==> config.mk <==
export PLATFORM = sky130hd
export DESIGN_NAME = mem_access_unit
export DESIGN_NICKNAME = d
export VERILOG_FILES = /design/src/rtl/mem_access_pkg.sv /design/src/rtl/mem_ptr_file.sv /design/src/rtl/mem_access_unit.sv
export SDC_FILE = /design/constraint.sdc
export NUM_CORES = 1
export LEC_CHECK = 0
export ABC_AREA = 1
export CAP_MARGIN = 20
export CORE_UTILIZATION = 45
export CTS_CLUSTER_SIZE = 24
export DETAILED_ROUTE_END_ITERATION = 10
export PLACE_DENSITY = 0.72
export SYNTH_ARGS = -nofsm -noshare
export SYNTH_HDL_FRONTEND = slang
export SYNTH_HIERARCHICAL = 1
export SYNTH_SLANG_ARGS = --single-unit
==> constraint.sdc <==
create_clock -name clk -period 4.41 [get_ports clk]
set_clock_uncertainty 0.2 [all_clocks]
set_input_delay 0.882 -clock clk [delete_from_list [all_inputs] [get_ports clk]]
set_output_delay 0.882 -clock clk [all_outputs]
set_load 0.02 [all_outputs]
==> src/rtl/mem_access_pkg.sv <==
// Shared definitions for the memory access unit: pointer addressing modes
// and the engine state encoding.
package mem_access_pkg;

    // Pointer addressing modes carried on op_ptr_mode_i (2'b11 behaves as direct)
    localparam logic [1:0] PTR_DIRECT  = 2'b00;
    localparam logic [1:0] PTR_POSTINC = 2'b01;
    localparam logic [1:0] PTR_PREDEC  = 2'b10;

    typedef enum logic {
        ST_IDLE = 1'b0,
        ST_BUSY = 1'b1
    } state_e;

endpackage

==> src/rtl/mem_ptr_file.sv <==
// Pointer register file: write-back port and completion port (completion has
// priority, being the younger op), combinational read with write-back bypass,
// and every pointer flattened onto one bus (index 0 in the LSBs).
module mem_ptr_file
    import mem_access_pkg::*;
#(
    parameter int                ADDR_W    = 16,
    parameter int                NUM_PTRS  = 4,
    parameter logic [ADDR_W-1:0] STK_RESET = {ADDR_W{1'b1}},
    localparam int               SEL_W     = (NUM_PTRS > 1) ? $clog2(NUM_PTRS) : 1
) (
    input  logic                       clk,
    input  logic                       rst_n,
    input  logic                       wb_en_i,
    input  logic [SEL_W-1:0]           wb_sel_i,
    input  logic [ADDR_W-1:0]          wb_data_i,
    input  logic                       cpl_en_i,
    input  logic [SEL_W-1:0]           cpl_sel_i,
    input  logic [ADDR_W-1:0]          cpl_data_i,
    input  logic [SEL_W-1:0]           rd_sel_i,
    output logic [ADDR_W-1:0]          rd_data_o,
    output logic [NUM_PTRS*ADDR_W-1:0] ptr_flat_o
);

    genvar gi;
    generate
        for (gi = 0; gi < NUM_PTRS; gi++) begin : g_ptr
            // The top index is the stack pointer and comes out of reset at STK_RESET
            localparam logic [ADDR_W-1:0] RST_VAL = (gi == NUM_PTRS - 1) ? STK_RESET : '0;
            logic [ADDR_W-1:0] ptr_q;

            // One pointer register; completion update overrides a same-cycle write-back
            always_ff @(posedge clk or negedge rst_n) begin
                if (!rst_n) begin
                    ptr_q <= RST_VAL;
                end else if (cpl_en_i && (cpl_sel_i == SEL_W'(gi))) begin
                    ptr_q <= cpl_data_i;
                end else if (wb_en_i && (wb_sel_i == SEL_W'(gi))) begin
                    ptr_q <= wb_data_i;
                end
            end

            assign ptr_flat_o[gi*ADDR_W +: ADDR_W] = ptr_q;
        end
    endgenerate

    // Read port sees a write-back landing this cycle so the op uses the newest value
    always_comb begin
        rd_data_o = ptr_flat_o[int'(rd_sel_i)*ADDR_W +: ADDR_W];
        if (wb_en_i && (wb_sel_i == rd_sel_i)) begin
            rd_data_o = wb_data_i;
        end
    end

endmodule

==> src/rtl/mem_access_unit.sv <==
// MEM-stage load/store engine: accepts one op from EX/MEM, runs a req/ack
// handshake with a wait-state memory, updates the addressing pointer on
// completion and aborts with bus_err if the memory never answers.
module mem_access_unit
    import mem_access_pkg::*;
#(
    parameter int                DATA_W    = 8,
    parameter int                ADDR_W    = 16,
    parameter int                NUM_PTRS  = 4,
    parameter int                TAG_W     = 5,
    parameter int                TIMEOUT   = 255,
    parameter logic [ADDR_W-1:0] STK_RESET = {ADDR_W{1'b1}},
    localparam int               SEL_W     = (NUM_PTRS > 1) ? $clog2(NUM_PTRS) : 1,
    localparam int               CNT_W     = $clog2(TIMEOUT + 1)
) (
    input  logic                       clk,
    input  logic                       rst_n,
    input  logic                       op_valid_i,
    input  logic                       op_store_i,
    input  logic [SEL_W-1:0]           op_ptr_sel_i,
    input  logic [1:0]                 op_ptr_mode_i,
    input  logic [DATA_W-1:0]          op_wdata_i,
    input  logic [TAG_W-1:0]           op_tag_i,
    input  logic                       ptr_wr_en_i,
    input  logic [SEL_W-1:0]           ptr_wr_sel_i,
    input  logic [ADDR_W-1:0]          ptr_wr_data_i,
    output logic                       stall_o,
    output logic                       ld_valid_o,
    output logic [DATA_W-1:0]          ld_data_o,
    output logic [TAG_W-1:0]           ld_tag_o,
    output logic                       bus_err_o,
    output logic                       mem_req_o,
    output logic                       mem_we_o,
    output logic [ADDR_W-1:0]          mem_addr_o,
    output logic [DATA_W-1:0]          mem_wdata_o,
    input  logic                       mem_ack_i,
    input  logic [DATA_W-1:0]          mem_rdata_i,
    output logic [NUM_PTRS*ADDR_W-1:0] ptr_out_o
);

    state_e            state_q;
    logic [CNT_W-1:0]  cnt_q;
    logic [TAG_W-1:0]  tag_q;
    logic [SEL_W-1:0]  sel_q;
    logic [1:0]        mode_q;
    logic              mem_req_q;
    logic              mem_we_q;
    logic [ADDR_W-1:0] mem_addr_q;
    logic [DATA_W-1:0] mem_wdata_q;
    logic              ld_valid_q;
    logic [DATA_W-1:0] ld_data_q;
    logic [TAG_W-1:0]  ld_tag_q;
    logic              bus_err_q;

    logic [ADDR_W-1:0] base_addr;
    logic [ADDR_W-1:0] eff_addr_d;
    logic              cpl_en_d;
    logic [ADDR_W-1:0] cpl_data_d;

    mem_ptr_file #(
        .ADDR_W    (ADDR_W),
        .NUM_PTRS  (NUM_PTRS),
        .STK_RESET (STK_RESET)
    ) u_ptr_file (
        .clk        (clk),
        .rst_n      (rst_n),
        .wb_en_i    (ptr_wr_en_i),
        .wb_sel_i   (ptr_wr_sel_i),
        .wb_data_i  (ptr_wr_data_i),
        .cpl_en_i   (cpl_en_d),
        .cpl_sel_i  (sel_q),
        .cpl_data_i (cpl_data_d),
        .rd_sel_i   (op_ptr_sel_i),
        .rd_data_o  (base_addr),
        .ptr_flat_o (ptr_out_o)
    );

    // Effective address of the incoming op and the pointer write on completion
    always_comb begin
        eff_addr_d = (op_ptr_mode_i == PTR_PREDEC) ? base_addr - ADDR_W'(1) : base_addr;
        cpl_en_d   = (state_q == ST_BUSY) && mem_ack_i &&
                     ((mode_q == PTR_POSTINC) || (mode_q == PTR_PREDEC));
        cpl_data_d = (mode_q == PTR_POSTINC) ? mem_addr_q + ADDR_W'(1) : mem_addr_q;
    end

    // Engine FSM with its registered bus and result outputs
    always_ff @(posedge clk or negedge rst_n) begin
        if (!rst_n) begin
            state_q     <= ST_IDLE;
            cnt_q       <= '0;
            tag_q       <= '0;
            sel_q       <= '0;
            mode_q      <= PTR_DIRECT;
            mem_req_q   <= 1'b0;
            mem_we_q    <= 1'b0;
            mem_addr_q  <= '0;
            mem_wdata_q <= '0;
            ld_valid_q  <= 1'b0;
            ld_data_q   <= '0;
            ld_tag_q    <= '0;
            bus_err_q   <= 1'b0;
        end else begin
            ld_valid_q <= 1'b0;
            bus_err_q  <= 1'b0;
            case (state_q)
                ST_IDLE: begin
                    if (op_valid_i) begin
                        state_q     <= ST_BUSY;
                        cnt_q       <= '0;
                        tag_q       <= op_tag_i;
                        sel_q       <= op_ptr_sel_i;
                        mode_q      <= op_ptr_mode_i;
                        mem_req_q   <= 1'b1;
                        mem_we_q    <= op_store_i;
                        mem_addr_q  <= eff_addr_d;
                        mem_wdata_q <= op_wdata_i;
                    end
                end
                ST_BUSY: begin
                    // An ack in the final allowed cycle still completes normally
                    if (mem_ack_i) begin
                        state_q   <= ST_IDLE;
                        mem_req_q <= 1'b0;
                        if (!mem_we_q) begin
                            ld_valid_q <= 1'b1;
                            ld_data_q  <= mem_rdata_i;
                            ld_tag_q   <= tag_q;
                        end
                    end else if (cnt_q == CNT_W'(TIMEOUT - 1)) begin
                        state_q   <= ST_IDLE;
                        mem_req_q <= 1'b0;
                        bus_err_q <= 1'b1;
                    end else begin
                        cnt_q <= cnt_q + CNT_W'(1);
                    end
                end
                default: state_q <= ST_IDLE;
            endcase
        end
    end

    assign stall_o     = (state_q == ST_BUSY);
    assign ld_valid_o  = ld_valid_q;
    assign ld_data_o   = ld_data_q;
    assign ld_tag_o    = ld_tag_q;
    assign bus_err_o   = bus_err_q;
    assign mem_req_o   = mem_req_q;
    assign mem_we_o    = mem_we_q;
    assign mem_addr_o  = mem_addr_q;
    assign mem_wdata_o = mem_wdata_q;

endmodule

; Word-level counts from Yosys, hierarchy flattened
; Index checks and enable logic that the tools add are counted.
[totals]
regBits = 123
[op_classes]
addsub = 3
n_eq_ne = 15
shift = 1
muxes = 29
n_bitwise = 2
n_reduce_logical = 22
[op_table]
columns = op, count
row1 = $mux 16, 11
row2 = $shiftx 64x7->16, 1
row3 = $mux 8, 3
row4 = $add 16x1->16 const B, 1
row5 = $pmux 8 s2, 1
row6 = $sub 16x1->16 const B, 1
row7 = $eq 2x2->1 const B, 6
row8 = $mux 1, 12
row9 = $logic_and 1x1->1, 11
row10 = $add 8x1->8 const B, 1
row11 = $eq 8x8->1 const B, 1
row12 = $reduce_bool 2->1, 4
row13 = $eq 2x1->1 const B, 3
row14 = $ne 2x2->1 const B, 3
row15 = $reduce_and 3->1, 2
row16 = $logic_not 2->1, 2
row17 = $pmux 1 s2, 2
row18 = $reduce_and 2->1, 2
row19 = $ne 3x2->1 const B, 1
row20 = $eq 2x2->1, 1
row21 = $not 1->1, 2
row22 = $logic_or 1x1->1, 1

; Longest topological paths before layout
[logic_depth]
ltp_word = 5
ltp_mapped = 18
mapped_depth_nobuf = 16

; Hierarchy
; The synthesis kept the hierarchy.
[by_module_without_submodules]
columns = mod, instances, cells_per_inst, area_each_um2
row1 = mem_ptr_file, 1, 699, 4321.6
row2 = mem_access_unit, 1, 412, 3179.3

; Worst setup path after synthesis
; No wires, ideal clock.
[synth_path]
kind = input to register
start = input op_ptr_sel_i[0]
end = register mem_addr_q[14] (netlist: mem_addr_o[14])
setup_ps = 118
arrival_time_ps = 2361
path_slack_ps = 1731
stages = 14
cell_sequence = buf_4 clkbuf_1 nand2_1 nand3_1 nand2_1 nand2_1 nand2_1 inv_1 ha_1 nand3_1 nor2_1 nand4_1 nand3_1 nand2_1
[synth_via]
elab_chain_cells = 5
word_cells_on_any_way = 6
classes_between = add/sub: 1 / eq/ne: 1 / shift: 1 / mux: 2 / reduce/logical: 1
[synth_lines]
columns = element, line
row1 = from (decl), mem_access_unit.sv:20  ; input logic [SEL_W-1:0] op_ptr_sel_i,
row2 = "parallel branches: the longest is 2 deep, another holds $shiftx 64x7->16", n/a
row3 = $mux 16 *, mem_ptr_file.sv:50  ; if (wb_en_i && (wb_sel_i == rd_sel_i)) begin
row4 = named net base_addr[0], mem_access_unit.sv:55  ; logic [ADDR_W-1:0] base_addr;
row5 = $sub 16x1->16 *, mem_access_unit.sv:80  ; eff_addr_d = (op_ptr_mode_i == PTR_PREDEC) ? base_addr - ADDR_W'(1) : base_addr;
row6 = $mux 16 *, mem_access_unit.sv:80
row7 = to (signal assigned), mem_access_unit.sv:115  ; mem_addr_q <= eff_addr_d;
row8 = to (decl), mem_access_unit.sv:48  ; logic [ADDR_W-1:0] mem_addr_q;
; Mark *: on every way through the listed nets, which the timed path passes.
; A chain may end at the register's enable or synchronous reset.

; Worst setup path in the final report
[layout_path]
start = input op_ptr_sel_i[1]
end = register mem_addr_q[14] (netlist: mem_addr_o[14])
; The elaborated chain is that of the path after synthesis.

==> reports/results.tsv <==
stage	metric	value	unit
outcome	outcome	complete, no violations	
synthesis	Yosys top cell area share	35.7	%
synthesis	Netlist Area Pre-Place	7500	sq um
synthesis	FF+latch count, synth	123	
die	Die X	131	um
synthesis	top_reg_cell synth	dfrtp_1	
worst_setup_path	Worst setup SP type	input pin	
worst_setup_path	CP max stage delay	860	ps
drt	final WL	23000	um
power_and_ir_drop	Power Density	548	nW/um^2
synthesis	Post-synth EDFFs	0	
layout	finished layout cell area	9790	sq um
worst_setup_path	crit path capture type	flop	
timing	FMAX	0.272	GHz
clock_network	Clock Sinks	123	
place	DP Wirelength	17000	um
die	CORE AREA	16100	sq um
place	pre-CTS setup slack	372	ps
drt	vias per cell	5.18	
worst_setup_path	CP Data Arrival Time	3780	ps
timing	Hold Vio Cnt, Final	0	
power_and_ir_drop	leak pwr	5.09	nW
clock_network	TritonCTS clock tree	built	
layout	layout cells sized above 1	7.22	%
clock_network	Bufs on Longest Clock Path	2	
global_route	first-pass GRT wire length	37200	um
timing	RSZ-0062 raised after global routing	no	
die	Ports	155	
timing	min Tclk post-route	3680	ps
power_and_ir_drop	Peak supply drop	0.297	mV
synthesis	Post-synth ARST share	100	%
drt	DR WL/cell	15.6	um
die	Die ar.	17200	sq um
global_route	initial antenna violation count	0	
synthesis	Gate Count Post-Synth	1111	
worst_setup_path	Crit path required time	4510	ps
worst_setup_path	CP max-delay cell	clkdlybuf4s50_1	
layout	Syn-to-layout area delta	30.5	%
timing	Slew Limit Fails	0	
place	placed cell areas	9150	sq um
timing	setup ws final	729	ps
synthesis	syn_area_per_cell	6.75	sq um
clock_network	CTS root buffer	clkbuf_16	
synthesis	Seq/Total Area, Yosys	41.3	%
timing	slew margin rel.	36.2	%
timing	Min Hold Slack	267	ps
worst_setup_path	CP Buf/Inv Count	2	
global_route	pin count of the biggest net entering global routing	74	
synthesis	warnings from Yosys	6	
synthesis	Yosys top cell by area	dfrtp_1	
clock_network	CTS clk-pin slew, worst paths	50	ps
layout	diodes inserted	0	
die	die height	131	um
place	final estimated routing congestion in global placement	0.930	
clock_network	Worst-Skew Late Latency	420	ps
global_route	All-Layer GR Usage	27.5	%
place	placed insts	1447	
clock_network	CTS Buf Count	17	
drt	Post-route DRC	0	
clock_network	CTS H-tree depth	4	
global_route	vias in the first global route	6944	
clock_network	post_cts resized	0	
worst_setup_path	CP cell instances	clkdlybuf4s50_1, nand2_1, nand2_2, nand3_2, nand2_1, nand2_1, inv_1, ha_1, nand3_1, nor2_1, nand4_1, nand3_1, nand2_1	
worst_setup_path	crit-path max FO	17	
layout	final non-filler cell total	1477	
timing	Least-Margin Pin Slew	957	ps
synthesis	Synthesized Nets	1165	
clock_network	Setup Buffers After CTS	0	
place	PortBufs	154	
worst_setup_path	Setup Crit Path Kind	input pin to flop	
drt	vias	7644	
layout	most frequent cells in the layout	nand2_1, nand3_1, clkdlybuf4s50_1	
global_route	total grt overflow	0	
clock_network	Post-CTS Hold Buffers	0	
layout	Final nets	1304	
drt	drt initial violations	839	
synthesis	most area-consuming cells after synthesis	dfrtp_1, nand2_1, nand3_1, inv_1, dfstp_2	
synthesis	Distinct cells, synth	33	
timing	period utilization	83.5	%
drt	drt pass-1 iters	7	
worst_setup_path	CP dominant cell by count	nand2_1	
timing	Setup TNS	0	ps
min_path	worst hold path class	flop to flop	
die	initial core utilization	46.7	%
timing	# setup viols final	0	
drt	Detail Route Antenna Nets	0	
die	row count	46	
flow_run	maxcap violations	0	
layout	commonest non-fill, non-tap cell in the layout	nand2_1	
worst_setup_path	Top Family by Delay on Critical Path	simple AND/OR/NAND/NOR gates	
==> worst paths after layout <==
path                                                 end  slack, ps             from  depth (start not counted)
max                                       mem_addr_o[14]        730  op_ptr_sel_i[1]                         13
min                                         ld_data_o[7]        270     ld_data_o[7]                          2
max reg2reg                u_ptr_file/g_ptr[2].ptr_q[15]       1610          stall_o                          8
min reg2reg                                 ld_data_o[7]        270     ld_data_o[7]                          2
max in group asynchronous   u_ptr_file/g_ptr[3].ptr_q[8]       2730            rst_n                          2
min in group asynchronous   u_ptr_file/g_ptr[0].ptr_q[2]        430            rst_n                          1
==> power breakdown <==
| group | total (mW) | internal [mW] | switching [mW] |
|---|---|---|---|
| sequential | 1.77 | 1.47 | 0.302 |
| combinational | 2.07 | 0.853 | 1.21 |
| clock | 1.53 | 1.04 | 0.490 |
==> tightest hold or removal path, delay by kind of cell, from the launching register on <==
| family | cells | cell delay [ps] |
|---|---|---|
| flops | 1 | 340 |
| simple gates | 2 | 100 |
==> Yosys cell counts, types with 6 or more instances <==
library cell / instances
o21ai_0: 22
buf_2: 25
nand2_1: 458
clkbuf_1: 8
inv_1: 147
nor2_1: 42
xor2_1: 14
o21ai_1: 14
nand3_2: 6
nand3_1: 179
buf_4: 9
nand4_1: 12
dfrtp_1: 107
dfstp_2: 16
inv_2: 6
==> logic make-up (layout without fill, tap and decap cells) <==
kind of cell    Yosys count  after routing  synth area share, %
simple gates            719            719                 41.2
fa+ha+maj                 5              5                0.834
compound gates           44             44                 3.10
flops                   123            123                 41.3
xor+xnor                 19             19                 2.22
buf+inv                 201            351                 11.3
==> sequential cells by signal (all words and copies together), names as in the netlist <==
register,cells
cnt_q,8
sel_q,2
bus_err_o,1
stall_o,1
mem_wdata_o,8
tag_q,5
mem_we_o,1
ld_valid_o,1
ld_tag_o,5
mode_q,2
u_ptr_file/g_ptr.ptr_q,64
mem_addr_o,16
mem_req_o,1
ld_data_o,8
==> per-stage QoR <==
step	util (%)	power, mW
after floorplan	-	2.88
after global placement	57.0	3.81
after detailed placement	57.0	3.83
after CTS	61.0	5.38
after global routing	61.0	5.66
final	61.0	5.37
==> area by class of cell <==
class                   count  area [sq um]
clock buffers              22           474
clock inverters             8           165
fillers                  1506          6270
inverters                 156           592
multi-input cells         787          3550
flip-flops and latches    123          3100
well taps                 216           270
repair buffers            165          1630
==> routing by layer <==
| metal | GRT usage [%] | wire [um] | vias to the layer above |
|---|---|---|---|
| li1 | - | - | 3710 |
| met1 | 38.0 | 10100 | 3520 |
| met2 | 42.2 | 10200 | 377 |
| met3 | 7.06 | 2170 | 37 |
| met4 | 8.43 | 516 | 0 |
| met5 | 0 | 0 | - |
(Power assumes the default switching activity.)
==> variant (config.mk and constraints unchanged) <==
Change the parameter `TAG_W` from 5 to 10.
--- a/src/rtl/mem_access_unit.sv
+++ b/src/rtl/mem_access_unit.sv
@@ -9,3 +9,3 @@
     parameter int                NUM_PTRS  = 4,
-    parameter int                TAG_W     = 5,
+    parameter int                TAG_W     = 10,
     parameter int                TIMEOUT   = 255,
Ports: changed (resized ld_tag_o and op_tag_i); port bits go from 155 to 165. No check against the original RTL was run, so the function may have changed too.
==> variant against the unedited design <==
  * Routed wire length grew 1.9%
  * Setup slack gained 0.47 ns
  * Combinational power grew 3%
  * Design area grew 4.9%
  * Core utilization shrank 1.4 points
  * Total power grew 3.0%
  * Sequential cell count grew 10
  * Synthesized area grew 5.3%
  * Critical path depth shrank 1
  * Register-to-register slack is essentially flat
  * Critical endpoint is now mem_addr_o[6]
  * Largest power group unchanged
  * Highest routed layer unchanged
==> variant: results (changes against the unedited design) <==
metric	value	unit	change
cts_max_level	4		unchanged
grt_first_pass_wirelength	37.7	mm	+1.4%
cp_max_fo	17		unchanged
fillerInstances	1624		+7.8%
wl_per_cell	15.2	µm	-2.3%
number_of_buffers_inserted_to_repair_setup_after_cts	0		unchanged
overall_fraction_of_global_route_tracks_in_use	27.1	%	-0.48 points
status	finished clean		
place_hpwl	17.0	mm	+0.49%
post_synth.cell_area_avg	6.84	µm²	+1.3%
classification_of_the_worst_slack_hold_path	reg2reg		
dr.pass1.iters	6		-1
final_replace_weighted_congestion	0.945		+1.7%
share_of_post_route_cells_with_drive_strength_above_1	7.00	%	-0.22 points
dpl-instance-area	9660	µm²	+5.6%
yosysWarnings	6		unchanged
synth_cell_types	34		+3.0%
regMostFlops	u_ptr_file/g_ptr.ptr_q		
design.final.nets	1362		+4.4%
hold_viol	0		unchanged
clock_root_buffer	clkbuf_16		
power.static_leakage	5.34	nW	+5.0%
largest_register_ffs	64		unchanged
clk_transition_reported_paths	0.06	ns	
source_to_sink_clock_delay_at_the_later_pin_of_the_worst_skew_pair	0.43	ns	
post_synth_net_total	1214		+4.2%
layoutNonFillerInstCount	1540		+4.3%
via_count_of_the_first_global_routing_pass	7282		+4.9%
netlist_top_cells_count	494 x nand2_1, 180 x nand3_1, 150 x inv_1		
via_count	7905		+3.4%
number_of_antenna_violations_at_the_first_check_in_global_routing	0		unchanged
async_reset_ff_share	100	%	unchanged
post_synth_main_area_contributors	dfrtp_1 37%, nand2_1 23%, nand3_1 11%		
vdd_ir_drop_max	0.306	mV	+3.0%
grt_max_degree	81		+9.5%
cts-root-to-sink-buffers	2		unchanged
cts_made_buffers	17		unchanged
switching_share	37.9	%	+0.59 points
num_antenna_cells	0		unchanged
worst-endpoint-arrival	3.28	ns	-0.50 ns
timing.max_slew.rel_slack	49.0	%	+13 points
cts-resized-gates	0		unchanged
buffer_ports.inserted	164		+6.5%
yosysSeqAreaShare	42.4	%	+1.1 points
detailedRoute.firstIterationViolations	942		+12%
[variant: cell types whose count changed in the layout (fill, tap and decap cells not counted), sizes merged, moves of 3 or more]
cell / unedited run / this run
dfrtp: 107 / 117
nand2: 464 / 500
nor2: 53 / 50
o21ai: 38 / 35
clkdlybuf4s50: 153 / 163
[variant: path summary, 6_finish.rpt]
| kind | from | endpoint | slack [ns] | cells after the start |
|---|---|---|---|---|
| max reg2reg | stall_o | u_ptr_file/g_ptr[2].ptr_q[2] | 1.61 | 8 |
| max | op_ptr_sel_i[1] | mem_addr_o[6] | 1.20 | 12 |
| min in group asynchronous | rst_n | u_ptr_file/g_ptr[0].ptr_q[15] | 0.29 | 1 |
| min reg2reg | ld_data_o[1] | ld_data_o[1] | 0.27 | 2 |
| min | ld_data_o[1] | ld_data_o[1] | 0.27 | 2 |
| max in group asynchronous | rst_n | u_ptr_file/g_ptr[3].ptr_q[13] | 2.81 | 2 |
[variant: per-stage QoR]
stage          worst slack, ns  total power [W]  hold slack [ns]
6_report                  1.20          0.00553            0.267
5_1_grt                  0.919          0.00586            0.292
4_1_cts                   1.25          0.00555            0.272
3_5_place_dp             0.807          0.00406            0.257
3_3_place_gp             0.845          0.00403            0.253
2_1_floorplan             1.68          0.00306            0.242
[variant: critical path, stage by stage]
cell and delay, ns:
clkdlybuf4s50_1 0.59, nand2_1 0.09, nand2_2 0.27, nand3_2 0.34, nand2_1 0.14, nand2_1 0.07, inv_1 0.11, ha_1 0.20
nand2_1 0.09, nor2_2 0.23, xor2_1 0.17, o21ai_0 0.09
[variant: layout make-up]
cell class / instances / area, µm² / area share (%)
multi-input cells: 819 / 3710 / 36.1
well taps: 225 / 282 / 2.74
clock buffers: 22 / 484 / 4.71
repair buffers: 177 / 1740 / 16.9
clock inverters: 9 / 125 / 1.22
inverters: 155 / 583 / 5.68
flip-flops and latches: 133 / 3350 / 32.6
[variant: cells by family after synthesis]
| family | Yosys count | synth area share [%] |
|---|---|---|
| XOR/XNOR | 19 | 2.11 |
| flip-flops | 133 | 42.4 |
| AND/OR/NAND/NOR | 752 | 41.0 |
| buffers and inverters | 203 | 10.7 |
| adder cells (fa/ha/maj) | 5 | 0.792 |
| AO/OA/AOI/OAI | 43 | 3.02 |
[variant: power groups by stage]
stage               Sequential, W  Clock (W)  Combinational (W)
finish                    0.00192    0.00147            0.00214
global route              0.00197    0.00155            0.00234
CTS                       0.00192    0.00149            0.00214
detailed placement        0.00193          0            0.00213
global placement          0.00193          0            0.00210
floorplan                 0.00224          0           0.000827
[variant: metal layers]
metal / GRT usage [%] / part of all wire (%) / up-vias
met1: 36.0 / 43 / 3583
met3: 7.17 / 9.8 / 62
li1: - / - / 3857
met4: 11.0 / 3.2 / 0
met5: 0 / 0 / -
met2: 41.9 / 44 / 403
